<file path="config.mk">
export PLATFORM = sky130hd
export DESIGN_NAME = line_rasterizer
export DESIGN_NICKNAME = d
export VERILOG_FILES = /design/src/rtl/line_rasterizer.sv
export SDC_FILE = /design/constraint.sdc
export NUM_CORES = 1
export LEC_CHECK = 0
export BUFFER_PORTS_ARGS = -buffer_cell sky130_fd_sc_hd__buf_4
export CAP_MARGIN = 20
export CELL_PAD_IN_SITES_DETAIL_PLACEMENT = 1
export CELL_PAD_IN_SITES_GLOBAL_PLACEMENT = 2
export CORE_MARGIN = 2
export CORE_UTILIZATION = 42
export DETAILED_ROUTE_END_ITERATION = 10
export GPL_TIMING_DRIVEN = 0
export MAX_ROUTING_LAYER = met4
export PLACE_DENSITY = 0.9
export SKIP_LAST_GASP = 1
export SYNTH_ARGS = -nofsm -noshare
export SYNTH_HDL_FRONTEND = slang
export SYNTH_SLANG_ARGS = --single-unit
</file>
<file path="constraint.sdc">
create_clock -name clk -period 12.17 [get_ports clk]
set_input_delay 1.8255 -clock clk [delete_from_list [all_inputs] [get_ports clk]]
set_output_delay 1.8255 -clock clk [all_outputs]
set_load 0.02 [all_outputs]
</file>
<file path="src/rtl/line_rasterizer.sv">
// rtl/line_rasterizer.sv - Bresenham line walker feeding the pixel FIFO with a one-cycle ldone pulse.
// Optional screen clipping is compiled in with `define LINE_CLIP_EN.
module line_rasterizer #(
    parameter int COORD_W  = 10,
    parameter int SCREEN_W = 640,
    parameter int SCREEN_H = 480
) (
    input  logic               clk,
    input  logic               nreset,
    input  logic               start,
    input  logic [COORD_W-1:0] x0,
    input  logic [COORD_W-1:0] y0,
    input  logic [COORD_W-1:0] x1,
    input  logic [COORD_W-1:0] y1,
    output logic [COORD_W-1:0] pix_x,
    output logic [COORD_W-1:0] pix_y,
    output logic               pix_valid,
    input  logic               pix_ready,
    output logic               busy,
    output logic               ldone
);
    localparam int EW = COORD_W + 3;
    localparam logic [COORD_W-1:0] ONE = COORD_W'(1);
    localparam logic signed [EW-1:0] ZERO = '0;

    typedef enum logic [1:0] {S_IDLE, S_SETUP, S_RUN, S_DONE} state_t;

    state_t state_q, state_d;

    logic [COORD_W-1:0] x0_q, x0_d, y0_q, y0_d;
    logic [COORD_W-1:0] x1_q, x1_d, y1_q, y1_d;
    logic [COORD_W-1:0] cur_x_q, cur_x_d, cur_y_q, cur_y_d;
    logic signed [EW-1:0] dx_q, dx_d, dy_q, dy_d, err_q, err_d;
    logic sx_neg_q, sx_neg_d, sy_neg_q, sy_neg_d;

    logic [COORD_W-1:0] adx, ady;
    logic signed [EW-1:0] setup_dx, setup_dy;
    logic signed [EW:0] e2, dx_w, dy_w;
    logic step_x, step_y, at_end, on_screen, advance;

    assign adx = (x1_q >= x0_q) ? (x1_q - x0_q) : (x0_q - x1_q);
    assign ady = (y1_q >= y0_q) ? (y1_q - y0_q) : (y0_q - y1_q);
    assign setup_dx = $signed({3'b000, adx});
    assign setup_dy = -$signed({3'b000, ady});

    // Decision terms use the pre-update error so both axes step off the same value.
    assign e2     = $signed({err_q, 1'b0});
    assign dx_w   = $signed({dx_q[EW-1], dx_q});
    assign dy_w   = $signed({dy_q[EW-1], dy_q});
    assign step_x = (e2 >= dy_w);
    assign step_y = (e2 <= dx_w);
    assign at_end = (cur_x_q == x1_q) && (cur_y_q == y1_q);

`ifdef LINE_CLIP_EN
    assign on_screen = ({1'b0, cur_x_q} < (COORD_W+1)'(SCREEN_W)) &&
                       ({1'b0, cur_y_q} < (COORD_W+1)'(SCREEN_H));
    // Off-screen points are skipped without waiting on the FIFO.
    assign advance   = (state_q == S_RUN) && (!on_screen || pix_ready);
`else
    logic unused_screen;
    assign unused_screen = (SCREEN_W == 0) || (SCREEN_H == 0);
    assign on_screen     = 1'b1;
    assign advance       = (state_q == S_RUN) && pix_ready;
`endif

    always_ff @(posedge clk or negedge nreset) begin
        if (!nreset) begin
            state_q  <= S_IDLE;
            x0_q     <= '0;
            y0_q     <= '0;
            x1_q     <= '0;
            y1_q     <= '0;
            cur_x_q  <= '0;
            cur_y_q  <= '0;
            dx_q     <= '0;
            dy_q     <= '0;
            err_q    <= '0;
            sx_neg_q <= 1'b0;
            sy_neg_q <= 1'b0;
        end else begin
            state_q  <= state_d;
            x0_q     <= x0_d;
            y0_q     <= y0_d;
            x1_q     <= x1_d;
            y1_q     <= y1_d;
            cur_x_q  <= cur_x_d;
            cur_y_q  <= cur_y_d;
            dx_q     <= dx_d;
            dy_q     <= dy_d;
            err_q    <= err_d;
            sx_neg_q <= sx_neg_d;
            sy_neg_q <= sy_neg_d;
        end
    end

    always_comb begin
        state_d  = state_q;
        x0_d     = x0_q;
        y0_d     = y0_q;
        x1_d     = x1_q;
        y1_d     = y1_q;
        cur_x_d  = cur_x_q;
        cur_y_d  = cur_y_q;
        dx_d     = dx_q;
        dy_d     = dy_q;
        err_d    = err_q;
        sx_neg_d = sx_neg_q;
        sy_neg_d = sy_neg_q;
        case (state_q)
            S_IDLE: begin
                if (start) begin
                    x0_d    = x0;
                    y0_d    = y0;
                    x1_d    = x1;
                    y1_d    = y1;
                    state_d = S_SETUP;
                end
            end
            S_SETUP: begin
                dx_d     = setup_dx;
                dy_d     = setup_dy;
                err_d    = setup_dx + setup_dy;
                sx_neg_d = !(x0_q < x1_q);
                sy_neg_d = !(y0_q < y1_q);
                cur_x_d  = x0_q;
                cur_y_d  = y0_q;
                state_d  = S_RUN;
            end
            S_RUN: begin
                if (advance) begin
                    if (at_end) begin
                        state_d = S_DONE;
                    end else begin
                        err_d = err_q + (step_x ? dy_q : ZERO) + (step_y ? dx_q : ZERO);
                        if (step_x) begin
                            cur_x_d = sx_neg_q ? (cur_x_q - ONE) : (cur_x_q + ONE);
                        end
                        if (step_y) begin
                            cur_y_d = sy_neg_q ? (cur_y_q - ONE) : (cur_y_q + ONE);
                        end
                    end
                end
            end
            S_DONE: begin
                state_d = S_IDLE;
            end
            default: begin
                state_d = S_IDLE;
            end
        endcase
    end

    assign pix_x     = cur_x_q;
    assign pix_y     = cur_y_q;
    assign pix_valid = (state_q == S_RUN) && on_screen;
    assign busy      = (state_q != S_IDLE);
    assign ldone     = (state_q == S_DONE);

endmodule

</file>
==> run_results.csv, run 1 <==
group,metric,value,unit
status,run_status,"complete, no violations",
setup_path,critPathMaxFanout,8,
clock_tree,cts_resized,0,
drt,drtPass1Iterations,4,
clock_tree,cts_root_buf,"clkbuf_16",
timing,final.setup.tns,0,ns
layout,diodes,0,
layout,layout_common_cells,"inv_1 (112), ha_1 (107), dfrtp_1 (100), a21oi_1 (80), nand2_1 (67)",
setup_path,cp.arrival,6.50,ns
floorplanning,rows,52,
layout,final_common_cell,"inv_1",
floorplanning,start_util,0.429,
clock_tree,cts_tree,"yes",
layout,final_layout_size_suffix_gt1_frac,0.143,
drt,via_per_inst,5.55,
floorplanning,core,20300,um^2
global_routing,grt_max_degree,52,
drt,dr_total_vias,7365,
clock_tree,post-cts-setup-buffer-count,0,
layout,n_fill_cell,2465,
clock_tree,htreeDepth,3,
synthesis,synth-edff-count,0,
setup_path,startpoint_type,"register",
floorplanning,dieArea,21900,um^2
global_routing,grt_pass1_wl,41.4,mm
timing,fin_crit_sh,0.514,
drt,first_iter_violations,249,
layout,nets,1220,
timing,worstMarginPinSlew,0.998,ns
drt,routedWlPerCell,19.5,um
timing,max_freq,0.160,GHz
clock_tree,clk_pin_slew,0.08,ns
synthesis,synth-seq-area-share,0.287,
clock_tree,numCtsBuffers,9,
setup_path,cp.required,12.42,ns
synthesis,yosysWarnings,0,
synthesis,synth-main-ff-cell,"dfrtp_1",
global_routing,grt_usage,0.248,
floorplanning,die_h,148,um
synthesis,synthesis.nets,1142,
place,dp_hpwl,20.7,mm
floorplanning,ios,67,
layout,area_growth,13.5,%
drt,drt_wl_total,25.8,mm
global_routing,globalRoute.totalOverflow,0,
timing,relSlewSlack,0.333,
clock_tree,cts_hold_buffers,0,
place,globalplace.congestion,0.851,
clock_tree,clk_path_buf_depth,2,
timing,final-hold-violation-count,0,
timing,skew,0.00917,ns
timing,setup_viol,0,
synthesis,netlist_instances,973,
synthesis,synth_area_leader_cell,"dfrtp_1",
timing,slew_violations,0,
drt,drc,0,
global_routing,grt_pass1_vias,7775,
synthesis,avgSynthCellArea,8.95,um^2
setup_path,worstSetupPathType,"register to register",
synthesis,yosysTopAreaCellShare,0.287,
clock_tree,clkLatencyLatePin,0.36,ns
synthesis,synth-async-reset-ratio,1.00,
timing,rsz0062_at_grt,"no",
synthesis,synth.area.top_cells,"dfrtp_1 (29%), ha_1 (15%), mux2_2 (7.1%), inv_1 (4.8%), a21oi_1 (4.6%)",
global_routing,antenna_found_initial,0,
setup_path,crit_path_end_kind,"register",
synthesis,ys_ff_latch,100,
timing,fin_crit,6.26,ns
min_path,worstHoldPathType,"register to register",
flow_run,drv_cap,0,
drt,final_antenna_net_count,0,
place,portBuffers,66,
clock_tree,clock-sinks,100,
synthesis,synth_area,8710,um^2
floorplanning,die_w,148,um
synthesis,ys_types,62,
[layout make-up]
| cell class | instances | area (um^2) | area share |
|---|---|---|---|
| inverters | 113 | 424 | 0.0429 |
| repair buffers | 67 | 523 | 0.0529 |
| clock buffers | 10 | 239 | 0.0242 |
| flip-flops and latches | 100 | 2500 | 0.253 |
| well taps | 270 | 338 | 0.0342 |
| multi-input cells | 729 | 5660 | 0.572 |
| plain buffers | 31 | 126 | 0.0128 |
| clock inverters | 6 | 76.3 | 0.00772 |
[cell families (layout without fill, tap and decap cells)]
| group | count (synthesis) | after routing | synth area share |
|---|---|---|---|
| compound gates | 247 | 247 | 0.177 |
| xor+xnor | 64 | 64 | 0.0644 |
| fa+ha+maj | 125 | 125 | 0.195 |
| buf+inv | 144 | 227 | 0.0632 |
| flops | 100 | 100 | 0.287 |
| mux | 70 | 70 | 0.0883 |
| simple gates | 223 | 223 | 0.125 |
[metrics by stage]
step,utilization,cell area [um^2],instances,worst slack [ns],hold WS [ns]
2_1_floorplan,-,8710,973,7.00,0.481
3_3_place_gp,0.470,9540,1309,6.03,0.496
3_5_place_dp,0.471,9570,1310,5.94,0.509
4_1_cts,0.487,9890,1326,5.89,0.526
5_1_grt,0.487,9890,1326,5.38,0.538
6_report,0.487,9890,1326,5.91,0.521
[critical path, stage by stage, from the launching register on]
cell and delay (ns):
dfrtp_1 0.50, ha_1 0.22, inv_1 0.05, fa_1 0.38, a21o_1 0.19, a221o_1 0.40
a2111oi_2 0.95, mux2i_1 0.21, xnor2_1 0.46, or2_2 0.21, xor2_1 0.37, ha_1 0.36
inv_1 0.06, o21ai_0 0.13, a2111oi_0 0.62, o31ai_1 0.24, a21oi_1 0.20, a31oi_1 0.07
xnor2_1 0.18, a221o_1 0.34
[flip-flops by register name (all words and copies together), names as in the netlist]
register  flops
y0_q         10
dy_q         13
x1_q         10
dx_q         10
err_q        13
x0_q         10
sx_neg_q      1
pix_x        10
sy_neg_q      1
state_q       2
pix_y        10
y1_q         10
[cells in the mapped netlist, drive strengths merged, types with 3 or more instances]
cell,n
o21ai,62
dfrtp,100
clkbuf,25
a21boi,9
inv,112
fa,18
and2,9
a2111oi,3
a211oi,3
nand4,9
a21o,21
ha,107
nand3,11
nor3,17
nand2b,11
or3,5
and3,6
o31a,5
mux2,55
or2,4
o211ai,9
xor2,32
a31oi,13
a221o,4
nor4,6
nand2,67
o31ai,4
nor2b,14
mux2i,15
nor3b,3
a21oi,80
o21a,10
xnor2,32
o311ai,3
buf,6
nor2,53
[routing by layer]
metal,GRT usage,share of wire
met1,0.334,0.48
met2,0.408,0.48
met3,0.0207,0.023
met4,0.0638,0.019
met5,-,0
[worst paths after layout]
check | cells past startpoint | end | start | slack (ns)
hold reg to reg | 1 | dx_q[5] | dx_q[5] | 0.52
max in group asynchronous | 2 | dy_q[10] | nreset | 9.94
hold / removal | 1 | dx_q[5] | dx_q[5] | 0.52
setup reg to reg | 19 | err_q[11] | y0_q[0] | 5.91
min in group asynchronous | 1 | y0_q[2] | nreset | 1.49
setup / recovery | 19 | err_q[11] | y0_q[0] | 5.91
Power of run 1 is not shown: default switching activity piles up to over one toggle a cycle in this logic, so the estimate is an artifact.
==> run 2, diff against run 1 <==
- ABC_AREA: default -> 1
- CORE_UTILIZATION: 42 -> 33
- PLACE_DENSITY: 0.9 -> 0.81
- clock period: 12.17 -> 5.65 ns (I/O delays scaled with it)
==> run 2 against run 1 <==
- die area is 35% higher
- utilization is 11 points lower
- register-to-register slack worse by 5.0 ns
- global-route usage is 2.7 points lower
- critical path type unchanged
- via count is 15% higher
==> run_results.csv, run 2 <==
group,metric,value,unit
status,run_status,"complete, no violations",
timing,slew_violations,0,
layout,reg_top3,"dy_q (13), err_q (13)",
setup_path,slowest_stage,"dfrtp_1",
timing,fin_crit_sh,0.839,
global_routing,grt_pass1_wl,48.8,mm
clock_tree,htreeDepth,3,
synthesis,ys_ff_latch,100,
synthesis,synthesis.nets,1440,
timing,worstMarginPinSlew,0.967,ns
layout,layout_common_cells,"nand2_1 (285), inv_1 (182), a21oi_1 (132), ha_1 (107), dfrtp_1 (100)",
timing,skew,0.0161,ns
clock_tree,clk_path_buf_depth,2,
drt,final_antenna_net_count,0,
clock_tree,cts_resized,0,
setup_path,cp_num_buf_inv,1,
floorplanning,start_util,0.336,
synthesis,synth_top_cells_by_count,"nand2_1 (285), inv_1 (182), a21oi_1 (132)",
min_path,min_path_cells,2,
synthesis,netlist_instances,1271,
setup_path,worst_r2r_endpoint,"err_q[12]",
clock_tree,numCtsBuffers,9,
synthesis,ys_types,52,
setup_path,cp.required,5.90,ns
clock_tree,post-cts-setup-buffer-count,0,
clock_tree,clkLatencyLatePin,0.37,ns
setup_path,ff2ff_path_depth,24,
setup_path,path_common_cell,"nand2_1",
flow_run,drv_cap,0,
floorplanning,die_h,172,um
synthesis,yosysMostFrequentCell,"nand2_1",
timing,whs,0.507,ns
min_path,holdCritStartpoint,"dy_q[9]",
layout,diodes,0,
setup_path,worstSetupPathType,"register to register",
synthesis,avgSynthCellArea,7.34,um^2
timing,setup_viol,0,
clock_tree,cts_root_buf,"clkbuf_16",
global_routing,grt_usage,0.222,
synthesis,synth-seq-area-share,0.268,
setup_path,cp_top_family,"simple AND/OR/NAND/NOR gates",
drt,drtPass1Iterations,5,
layout,area_growth,13.7,%
clock_tree,cts_hold_buffers,0,
clock_tree,cts_tree,"yes",
global_routing,grt_max_degree,59,
setup_path,cp.arrival,4.99,ns
layout,final_common_cell,"nand2_1",
setup_path,critPathMaxFanout,10,
setup_path,path_cells,"ha_1, nand4_1, o21ai_0, nand2_1, nand2_1, nand2_1, nand2_1, clkinv_1, nor2_1, fa_1, ha_1, nand2_1, nor2_1, nand3_1, o2111ai_1, nand2_1, nand2_1, nand2_1, nand2_1, nand3_1, nand3_1, nand2_1, nand2_1, nand2_1",
global_routing,grt_use_met2,0.364,
min_path,min_to,"dy_q[9]",
floorplanning,ios,67,
synthesis,synth-async-reset-ratio,1.00,
setup_path,max_stage_delay,0.45,ns
drt,first_iter_violations,398,
place,dp_hpwl,24.8,mm
min_path,worstHoldPathType,"register to register",
global_routing,antenna_found_initial,0,
synthesis,yosysTopAreaCellShare,0.268,
setup_path,startpoint_type,"register",
timing,fin_crit,4.74,ns
layout,nets,1518,
global_routing,met3_usage,0.0217,
setup_path,worstReg2RegStart,"err_q[4]",
synthesis,synth_area,9330,um^2
timing,rsz0062_at_grt,"no",
floorplanning,core,27800,um^2
floorplanning,rows,61,
timing,final.setup.tns,0,ns
floorplanning,dieArea,29600,um^2
setup_path,crit_path_end_kind,"register",
global_routing,globalRoute.totalOverflow,0,
clock_tree,clk_pin_slew,0.08,ns
layout,n_fill_cell,3515,
drt,dr_total_vias,8469,
timing,max_freq,0.211,GHz
synthesis,yosysWarnings,0,
place,post-place-ws,0.879,ns
synthesis,synth-main-ff-cell,"dfrtp_1",
synthesis,synth.area.top_cells,"dfrtp_1 (27%), ha_1 (14%), nand2_1 (11%), inv_1 (7.3%), a21oi_1 (7.1%)",
drt,routedWlPerCell,17.6,um
layout,instances_no_fill,1731,
global_routing,use_met1,0.294,
global_routing,grt_pass1_vias,9009,
timing,layout_setup_ws,0.912,ns
timing,relSlewSlack,0.351,
timing,final-hold-violation-count,0,
drt,drt_wl_total,30.5,mm
drt,drc,0,
drt,via_per_inst,4.89,
place,portBuffers,66,
global_routing,grt-busiest-layer,"met2",
clock_tree,clock-sinks,100,
place,placed_cells,1716,
layout,final_layout_size_suffix_gt1_frac,0.115,
synthesis,synth_area_leader_cell,"dfrtp_1",
synthesis,synth-edff-count,0,
floorplanning,die_w,172,um
setup_path,reg2reg_slack,0.91,ns
place,globalplace.congestion,0.880,
run 2: changes by cell type after synthesis, moves of 12 or more:
cell     delta
a21o_1     -18
nand2_1   +218
o21ai_0    +21
a21oi_1    +52
nand3_1    +28
nor2b_1    -14
inv_1      +70
mux2_2     -55
nor2_1     +45
nand2_2    +19
mux2i_1    -12
run 2: kinds of logic (layout without fill, tap and decap cells):
logic type / Yosys count / after routing / synth area share
xor+xnor: 62 / 62 / 0.0606
compound gates: 265 / 265 / 0.154
simple gates: 494 / 494 / 0.238
fa+ha+maj: 125 / 125 / 0.182
flops: 100 / 100 / 0.268
mux: 3 / 3 / 0.00322
buf+inv: 222 / 304 / 0.0939
run 2: per-stage QoR:
stage,utilization,cell area (um^2)
after floorplan,-,9330
after global placement,0.371,10300
final,0.382,10600
after CTS,0.382,10600
after global routing,0.382,10600
after detailed placement,0.372,10300
run 2: how the worst max path moves through the flow:
stage	slack (ns)	depth (start not counted)	end	from
6_report	0.91	24	err_q[12]	err_q[4]
5_1_grt	0.52	24	err_q[12]	err_q[4]
4_1_cts	0.87	24	err_q[12]	err_q[4]
3_5_place_dp	0.88	24	err_q[12]	err_q[4]
3_3_place_gp	0.94	24	err_q[12]	err_q[4]
2_1_floorplan	1.90	29	err_q[12]	y1_q[0]
run 2: per-layer routing:
metal | up-vias | share of wire
li1 | 4250 | -
met1 | 4077 | 0.49
met2 | 118 | 0.47
met3 | 24 | 0.024
met4 | 0 | 0.020
met5 | - | 0
run 2: layout make-up:
| type | instances | area [um^2] | share of cell area |
|---|---|---|---|
| Multi-Input combinational cell | 949 | 5950 | 0.561 |
| Sequential cell | 100 | 2500 | 0.236 |
| Inverter | 190 | 713 | 0.0672 |
| Timing Repair Buffer | 67 | 523 | 0.0493 |
| Tap cell | 378 | 473 | 0.0446 |
| Clock buffer | 10 | 239 | 0.0225 |
| Buffer | 32 | 163 | 0.0153 |
| Clock inverter | 5 | 43.8 | 0.00413 |
run 2: worst reg2reg max path, delay by kind of cell (launching register included):
family	cells	cell delay, ns
buf+inv	1	0.43
simple gates	18	1.92
fa+ha+maj	3	1.19
compound gates	2	0.64
flops	1	0.45
Power of run 2 is left out for the same reason.
==> run 3, diff against run 2 <==
- ABC_AREA: 1 -> 0
- CORE_UTILIZATION: 33 -> 39
- PLACE_DENSITY: 0.81 -> 0.84
- clock period: 5.65 -> 4.5 ns (I/O delays scaled with it)
==> run 3 against run 2 <==
- the flow now finishes with violations (setup timing)
- hold slack got worse by 0.12 ns
- wire length shrank 6.9%
- critical path depth shrank 4
- final cell count shrank 21%
- die area shrank 21%
- sequential share of layout area fell by 0.16 points
- first-iteration DRC count decreased by 29%
- sequential cell count unchanged
- final area grew 0.81%
- setup slack lost 1.6 ns
- clock skew decreased by 0.0031 ns
- critical endpoint is now err_q[10]
- highest routed layer unchanged
==> run_results.csv, run 3 (synthesized netlist as in run 1, its figures left out) <==
group,metric,value,unit
status,run_status,"complete, but fails checks",
status,violations,"setup timing",
setup_path,cp_top_family,"compound AO/OA/AOI/OAI gates",
drt,drtPass1Iterations,4,
setup_path,worstSetupPathType,"register to register",
global_routing,grt_max_degree,61,
clock_tree,cts_root_buf,"clkbuf_16",
global_routing,antenna_found_initial,2,
timing,rsz0062_at_grt,"yes",
place,globalplace.congestion,0.875,
drt,dr_total_vias,7546,
timing,final.setup.tns,-3.52,ns
clock_tree,clk_path_buf_depth,2,
clock_tree,cts_tree,"yes",
clock_tree,clkLatencyLatePin,0.36,ns
timing,fin_crit_sh,1.14,
floorplanning,start_util,0.398,
drt,routedWlPerCell,20.8,um
setup_path,critPathMaxFanout,5,
setup_path,ff2ff_path_depth,20,
timing,layout_setup_ws,-0.641,ns
layout,area_growth,22.8,%
floorplanning,die_h,153,um
setup_path,slowest_stage,"or4_4",
timing,slew_violations,0,
floorplanning,core,21900,um^2
drt,final_antenna_net_count,0,
setup_path,cp_num_buf_inv,4,
drt,drt_wl_total,28.4,mm
setup_path,crit_path_end_kind,"register",
layout,final_layout_size_suffix_gt1_frac,0.228,
place,dp_hpwl,20.8,mm
timing,worstMarginPinSlew,1.16,ns
global_routing,grt_pass1_vias,7944,
clock_tree,numCtsBuffers,9,
clock_tree,htreeDepth,3,
timing,relSlewSlack,0.230,
layout,n_fill_cell,2543,
layout,fin_util,0.489,
setup_path,cp.arrival,5.38,ns
timing,final-hold-violation-count,0,
setup_path,path_cells,"inv_2, ha_4, inv_2, fa_2, a21o_1, a221o_1, buf_6, a2111oi_4, mux2i_2, xnor2_2, or4_4, nand3b_1, xnor2_2, ha_4, buf_6, a21o_1, a31oi_2, o21a_1, xor2_1, a21oi_1",
timing,skew,0.0130,ns
drt,first_iter_violations,283,
setup_path,startpoint_type,"register",
setup_path,worstReg2RegStart,"y1_q[0]",
setup_path,reg2reg_slack,-0.64,ns
drt,via_per_inst,5.52,
clock_tree,clk_pin_slew,0.08,ns
timing,max_freq,0.195,GHz
floorplanning,dieArea,23500,um^2
global_routing,grt_usage,0.245,
clock_tree,clock-sinks,100,
setup_path,worst_r2r_endpoint,"err_q[10]",
layout,reg_top3,"dy_q (13), err_q (13)",
floorplanning,rows,54,
layout,nets,1251,
timing,fin_crit,5.14,ns
layout,final_common_cell,"inv_1",
place,post-place-ws,-1.21,ns
floorplanning,ios,67,
layout,layout_common_cells,"inv_1 (109), ha_1 (97), dfrtp_1 (97), buf_4 (96), a21oi_1 (73)",
floorplanning,die_w,153,um
place,portBuffers,66,
min_path,worstHoldPathType,"input port to async pin",
setup_path,max_stage_delay,0.56,ns
timing,setup_viol,7,
timing,whs,0.392,ns
flow_run,drv_cap,0,
setup_path,cp.required,4.74,ns
global_routing,grt_pass1_wl,43.8,mm
drt,drc,0,
global_routing,globalRoute.totalOverflow,0,
-- run 3: worst max path at each step --
stage | start | end | slack (ns) | cells after the start
4_1_cts | y1_q[0] | err_q[11] | -0.60 | 24
3_5_place_dp | y0_q[5] | err_q[11] | -1.21 | 22
2_1_floorplan | y1_q[0] | err_q[11] | -0.44 | 23
5_1_grt | y1_q[0] | err_q[11] | -0.89 | 23
3_3_place_gp | x0_q[7] | err_q[11] | -1.18 | 20
6_report | y1_q[0] | err_q[10] | -0.64 | 20
-- run 3: timing repair --
action | 4_1_cts | 5_1_grt
buffers inserted | 19 | 15
gates resized for setup | 43 | 44
hold buffers | 0 | 0
endpoints found under the hold margin | 0 | 0
pin swaps | 25 | 34
setup endpoints to repair | 10 | 9
-- run 3: final cells by class --
type | instances | area [um^2] | share of cell area
Timing Repair Buffer | 101 | 793 | 0.0742
Buffer | 28 | 134 | 0.0125
Sequential cell | 100 | 2510 | 0.234
Clock buffer | 9 | 225 | 0.0211
Clock inverter | 6 | 88.8 | 0.00831
Tap cell | 280 | 350 | 0.0328
Multi-Input combinational cell | 729 | 6170 | 0.577
Antenna cell | 1 | 2.50 | 0.000234
Inverter | 113 | 424 | 0.0397
-- run 3: per-stage QoR --
step | area (um^2) | instances
2_1_floorplan | 8810 | 973
3_3_place_gp | 9650 | 1319
3_5_place_dp | 9680 | 1320
4_1_cts | 10400 | 1353
5_1_grt | 10700 | 1367
6_report | 10700 | 1367
-- run 3: metal layers --
layer,GRT usage,share of wire,vias to the layer above,routed length (um)
met1,0.324,0.46,3764,13200
met3,0.0215,0.031,36,874
met4,0.0843,0.028,0,792
met5,-,0,-,0
li1,-,-,3607,-
met2,0.395,0.48,139,13600
Power of run 3 is left out for the same reason.
